==> config.mk <==
export PLATFORM = sky130hd
export DESIGN_NAME = mem_port_arbiter
export DESIGN_NICKNAME = d
export VERILOG_FILES = /design/src/rtl/mem_port_arbiter.sv
export SDC_FILE = /design/constraint.sdc
export NUM_CORES = 1
export LEC_CHECK = 0
export ABC_CLOCK_PERIOD_IN_PS = 1560
export BUFFER_PORTS_ARGS = -buffer_cell sky130_fd_sc_hd__buf_2
export CAP_MARGIN = 20
export CORE_ASPECT_RATIO = 1.1
export CORE_MARGIN = 1
export CORE_UTILIZATION = 41
export DETAILED_ROUTE_END_ITERATION = 8
export PLACE_DENSITY_LB_ADDON = 0.12
export SLEW_MARGIN = 20
export SYNTH_ARGS = -nofsm -noshare
export SYNTH_HDL_FRONTEND = slang
export SYNTH_SLANG_ARGS = --single-unit
==> constraint.sdc <==
create_clock -name clk_i -period 1.56 [get_ports clk_i]
set_input_delay 0.156 -clock clk_i [delete_from_list [all_inputs] [get_ports clk_i]]
set_output_delay 0.156 -clock clk_i [all_outputs]
set_load 0.005 [all_outputs]
==> src/rtl/mem_port_arbiter.sv <==
// mem_port_arbiter: shares one single-ported memory between the fetch and data ports.
// Optional memory-ack timeout with error reporting is enabled by defining MEMARB_TIMEOUT_EN.
module mem_port_arbiter #(
    parameter int unsigned AW          = 32,
    parameter int unsigned DW          = 32,
    parameter int unsigned STARVE_MAX  = 4,
    parameter int unsigned TIMEOUT_CYC = 64
) (
    input  logic            clk_i,
    input  logic            reset_i,

    input  logic            if_req_i,
    input  logic [AW-1:0]   if_addr_i,
    output logic            if_gnt_o,
    output logic            if_rvalid_o,
    output logic [DW-1:0]   if_rdata_o,

    input  logic            d_req_i,
    input  logic            d_we_i,
    input  logic [AW-1:0]   d_addr_i,
    input  logic [DW-1:0]   d_wdata_i,
    input  logic [DW/8-1:0] d_wstrb_i,
    output logic            d_gnt_o,
    output logic            d_rvalid_o,
    output logic [DW-1:0]   d_rdata_o,

    output logic            m_req_o,
    output logic            m_we_o,
    output logic [AW-1:0]   m_addr_o,
    output logic [DW-1:0]   m_wdata_o,
    output logic [DW/8-1:0] m_wstrb_o,
    input  logic            m_ack_i,
    input  logic [DW-1:0]   m_rdata_i,

    output logic            err_o,
    output logic            err_sticky_o
);

    localparam int unsigned SW = DW / 8;
    localparam int unsigned CW = 4;

    if (STARVE_MAX < 1 || STARVE_MAX > 15 || TIMEOUT_CYC < 1 || (DW % 8) != 0) begin : g_bad_param
        $error("mem_port_arbiter: parameter out of range");
    end

    typedef enum logic [1:0] {
        IDLE   = 2'd0,
        BUSY_I = 2'd1,
        BUSY_D = 2'd2
    } state_e;

    state_e          state_q, state_d;
    logic [CW-1:0]   starve_q, starve_d;
    logic            m_req_q, m_req_d;
    logic            m_we_q, m_we_d;
    logic [AW-1:0]   m_addr_q, m_addr_d;
    logic [DW-1:0]   m_wdata_q, m_wdata_d;
    logic [SW-1:0]   m_wstrb_q, m_wstrb_d;
    logic            if_rvalid_q, if_rvalid_d;
    logic            d_rvalid_q, d_rvalid_d;
    logic [DW-1:0]   if_rdata_q, if_rdata_d;
    logic [DW-1:0]   d_rdata_q, d_rdata_d;

    logic            fetch_wins;
    logic            tmo_evt;
    logic            done_evt;

    // Data has default priority; a fetch that has lost STARVE_MAX times in a row wins.
    assign fetch_wins = if_req_i && (!d_req_i || (starve_q == CW'(STARVE_MAX)));
    assign if_gnt_o   = (state_q == IDLE) && fetch_wins;
    assign d_gnt_o    = (state_q == IDLE) && d_req_i && !fetch_wins;
    assign done_evt   = m_ack_i || tmo_evt;

`ifdef MEMARB_TIMEOUT_EN
    localparam int unsigned TW = (TIMEOUT_CYC > 1) ? $clog2(TIMEOUT_CYC) : 1;

    logic [TW-1:0] tmo_q, tmo_d;
    logic          err_q, err_d;
    logic          err_sticky_q, err_sticky_d;

    // Counts un-acked BUSY cycles; the last allowed cycle without ack aborts the access.
    assign tmo_evt = (state_q != IDLE) && !m_ack_i && (tmo_q == TW'(TIMEOUT_CYC - 1));

    always_comb begin
        tmo_d        = tmo_q;
        err_d        = tmo_evt;
        err_sticky_d = err_sticky_q | tmo_evt;
        if (state_q == IDLE) begin
            tmo_d = '0;
        end else if (!m_ack_i) begin
            tmo_d = tmo_q + TW'(1);
        end
    end

    always_ff @(posedge clk_i) begin
        if (reset_i) begin
            tmo_q        <= '0;
            err_q        <= 1'b0;
            err_sticky_q <= 1'b0;
        end else begin
            tmo_q        <= tmo_d;
            err_q        <= err_d;
            err_sticky_q <= err_sticky_d;
        end
    end

    assign err_o        = err_q;
    assign err_sticky_o = err_sticky_q;
`else
    assign tmo_evt      = 1'b0;
    assign err_o        = 1'b0;
    assign err_sticky_o = 1'b0;
`endif

    // Next-state, payload latch and response generation.
    always_comb begin
        state_d     = state_q;
        starve_d    = starve_q;
        m_req_d     = m_req_q;
        m_we_d      = m_we_q;
        m_addr_d    = m_addr_q;
        m_wdata_d   = m_wdata_q;
        m_wstrb_d   = m_wstrb_q;
        if_rvalid_d = 1'b0;
        d_rvalid_d  = 1'b0;
        if_rdata_d  = if_rdata_q;
        d_rdata_d   = d_rdata_q;

        case (state_q)
            IDLE: begin
                if (if_gnt_o) begin
                    state_d   = BUSY_I;
                    m_req_d   = 1'b1;
                    m_we_d    = 1'b0;
                    m_addr_d  = if_addr_i;
                    m_wdata_d = '0;
                    m_wstrb_d = '0;
                    starve_d  = '0;
                end else if (d_gnt_o) begin
                    state_d   = BUSY_D;
                    m_req_d   = 1'b1;
                    m_we_d    = d_we_i;
                    m_addr_d  = d_addr_i;
                    m_wdata_d = d_wdata_i;
                    m_wstrb_d = d_wstrb_i;
                    if (if_req_i && (starve_q != CW'(STARVE_MAX))) begin
                        starve_d = starve_q + CW'(1);
                    end
                end
            end
            BUSY_I: begin
                if (done_evt) begin
                    state_d     = IDLE;
                    m_req_d     = 1'b0;
                    if_rvalid_d = 1'b1;
                    if_rdata_d  = m_ack_i ? m_rdata_i : '0;
                end
            end
            BUSY_D: begin
                if (done_evt) begin
                    state_d    = IDLE;
                    m_req_d    = 1'b0;
                    d_rvalid_d = 1'b1;
                    d_rdata_d  = (m_ack_i && !m_we_q) ? m_rdata_i : '0;
                end
            end
            default: begin
                state_d = IDLE;
                m_req_d = 1'b0;
            end
        endcase
    end

    always_ff @(posedge clk_i) begin
        if (reset_i) begin
            state_q     <= IDLE;
            starve_q    <= '0;
            m_req_q     <= 1'b0;
            m_we_q      <= 1'b0;
            m_addr_q    <= '0;
            m_wdata_q   <= '0;
            m_wstrb_q   <= '0;
            if_rvalid_q <= 1'b0;
            d_rvalid_q  <= 1'b0;
            if_rdata_q  <= '0;
            d_rdata_q   <= '0;
        end else begin
            state_q     <= state_d;
            starve_q    <= starve_d;
            m_req_q     <= m_req_d;
            m_we_q      <= m_we_d;
            m_addr_q    <= m_addr_d;
            m_wdata_q   <= m_wdata_d;
            m_wstrb_q   <= m_wstrb_d;
            if_rvalid_q <= if_rvalid_d;
            d_rvalid_q  <= d_rvalid_d;
            if_rdata_q  <= if_rdata_d;
            d_rdata_q   <= d_rdata_d;
        end
    end

    assign m_req_o     = m_req_q;
    assign m_we_o      = m_we_q;
    assign m_addr_o    = m_addr_q;
    assign m_wdata_o   = m_wdata_q;
    assign m_wstrb_o   = m_wstrb_q;
    assign if_rvalid_o = if_rvalid_q;
    assign d_rvalid_o  = d_rvalid_q;
    assign if_rdata_o  = if_rdata_q;
    assign d_rdata_o   = d_rdata_q;

endmodule

==> flow_summary.toml <==
[status]
status = "finished with violations"
failed_checks = "negative setup slack"

[cts]
htreeDepth = 4
clk_pin_slew_worst_paths_ns = 0.06
numCtsBuffers = 17
cts_tree = "built"
clockBufferDepth = 2
cts_root_buffer = "clkbuf_16"
clock_latency_ns = 0.41
clock_sinks = 142

[layout]
syn_to_final_growth_pct = 68.0
drive_above_1_share = 0.445
finalInstanceArea_sq_mm = 0.00923
layout.cells.non_filler = 1181
layout_commonest_cell = "buf_2"
final_cell_mix = "272 x buf_2, 138 x dfxtp_1, 102 x nor2_1, 87 x dlygate4sd3_1, 86 x nand2_1"
nets = 1155
diodes = 0
post-route-util = 0.718

[placed_design]
port_buffers = 275
hpwl_um = 11100
dpl.cell_count = 1048
gp_congestion = 0.765
placed_area_sq_mm = 0.00713

[setup_path]
critical_path.startpoint_type = "register"
end_kind = "register"
arrival_ns = 2.03
worstSetupPathType = "register to register"
path_cells = "inv_2 > ha_4 > and3b_4 > o21ai_4 > buf_6 > buf_12 > nand2_1 > a211oi_2"
rr_endpoint = "m_addr_o[18]"
cp_slowest_cell = "dfxtp_2"
required_ns = 1.88
r2r_cells = 8
r2r_setup_slack_ns = -0.15
cp_slowest_stage_delay_ns = 0.33
r2r-start = "starve_q[0]"
critical_path.max_fanout = 8

[route]
firstDrtPassIters = 5
drtIter0Drc = 341
wl_um = 18900
drc = 0
final_antenna_net_count = 0
wl_per_cell_um = 16.0
viasPerCell = 5.21
via_count = 6158

[sta]
slew_viol_final = 0
period_needed_ns = 1.71
skew_ns = 0.00730
relSlewSlack = 0.613
timing.fmax_mhz = 586
hold_viol = 0
finalSetupViolCount = 38
layout_setup_ws_ns = -0.146
fin_crit_sh = 1.09
rsz0062_at_grt = "yes"
worst_pin_slew_ns = 0.578

[grt]
grt_max_degree = 43
antenna_found_initial = 0
use_met2 = 0.477
grt_pass1_vias = 6050
gr-usage-met1 = 0.276
grt.total_usage = 0.259
globalRouteOverflowTotal = 0
grt_pass1_wl_um = 28500
grt.busiest_layer = "met2"
met3_usage = 0.0642

[floorplanning]
die_y_um = 123
die_x_um = 112
core_sq_mm = 0.0129
rows = 43
num_io_pins = 278
start_util = 0.427
dieArea_sq_mm = 0.0139

[power_and_ir_drop]
powerDensity_mw_per_mm2 = 1130
p_leak_uw = 0.00419
vdd_drop_max_uv = 835

[yosys]
syn_area_per_cell_sq_um = 8.49
yosys_warnings = 0
async_flop_share = 0
syn_inst = 647
synth_top_area_share = 0.518
synthesis.area_sq_mm = 0.00549
ys.flop_type = "dfxtp_1"
ys_seq_elements = 142
ys_seq_area_frac = 0.518
yosysUniqueCellTypes = 32
synth-edff-count = 0
ys_top_cells_by_area = "dfxtp_1 52%, a21oi_1 9.5%, nand2_1 7.3%"
yosysTopAreaCell = "dfxtp_1"

[min_path]
hold_path.startpoint = "d_wdata_i[30]"
hp-class = "input port to register"
worst_hold_path.endpoint = "m_wdata_o[30]"
holdPathStages = 3

[run]
cap_violations = 0
## layer usage
metal / vias up / part of all wire
met5: - / 0
met4: 0 / 0.037
met3: 60 / 0.067
met2: 282 / 0.51
met1: 2890 / 0.38
li1: 2926 / -
## registers in the layout, summed over array words and instances (netlist names)
signal,cells
d_rdata_o,32
if_rdata_o,32
m_addr_o,32
m_wdata_o,32
m_wstrb_o,4
starve_q,4
state_q,2
d_rvalid_o,1
if_rvalid_o,1
m_req_o,1
m_we_o,1
## kinds of logic after synthesis
kind of cell,Yosys count,synth area share
and+or+nand+nor,256,0.204
DFF,142,0.518
buffers and inverters,63,0.0569
other,1,0.000683
AOI/OAI and AO/OA,180,0.210
adders and majority gates,5,0.0114
## power breakdown
group	switching, uW	leakage (uW)	total, uW	internal (uW)
clock	1450	0.000297	4170	2720
combinational	1130	0.00274	2220	1080
sequential	134	0.00116	4030	3890
## synth_stat cells (2+ instances only)
cell      instances
a211oi_1         21
a211oi_2         11
a21o_1            2
a21oi_1         104
a22oi_1          36
buf_1             5
buf_2            14
buf_4             5
buf_6             5
clkbuf_1         28
dfxtp_1         142
ha_1              5
inv_1             4
nand2_1         107
nand3_1           7
nor2_1          102
nor3_1            2
nor3b_1          32
o21ai_0           2
## per-stage QoR
step | hold slack [ns] | total power, uW | worst slack (ns) | setup TNS [ns]
3_5_place_dp | 0.411 | 5720 | -0.138 | -2.71
4_1_cts | 0.000118 | 10300 | -0.170 | -4.71
6_report | 0.00565 | 10400 | -0.146 | -2.74
2_1_floorplan | 0.292 | 4970 | 0.0184 | 0
3_3_place_gp | 0.404 | 5670 | -0.0219 | -0.432
5_1_grt | 0.0124 | 10800 | -0.180 | -5.38
## worst max path at each step
stage / from / to
after detailed placement: state_q[0] / m_addr_o[8]
after CTS: starve_q[0] / if_gnt_o
after global placement: state_q[1] / m_addr_o[10]
after global routing: starve_q[0] / m_addr_o[18]
after floorplan: starve_q[0] / m_addr_o[24]
final: starve_q[0] / m_addr_o[18]
## repair_timing
action | CTS | global route
hold buffers | 87 | 0
pin swaps | 4 | 18
gates resized for setup | 47 | 72
gates cloned | 4 | 1
endpoints found under the setup margin | 35 | 74
buffers inserted | 11 | 2
endpoints found under the hold margin | 87 | 0
## area by class of cell
type	count	area, sq um
clock buffers	26	509
clock inverters	5	103
fillers	963	3630
inverters	6	30.0
multi-input cells	443	2750
flip-flops and latches	142	2850
well taps	157	196
repair buffers	401	2780
repair inverters	1	8.76
## worst max-delay path: cells and delay by family (launching register included)
| family | cells | cell delay (ns) |
|---|---|---|
| fa+ha+maj | 1 | 0.14 |
| compound gates | 2 | 0.43 |
| flops | 1 | 0.33 |
| buf+inv | 3 | 0.38 |
| simple gates | 2 | 0.32 |
No activity file was read; power rests on OpenSTA's default activity.
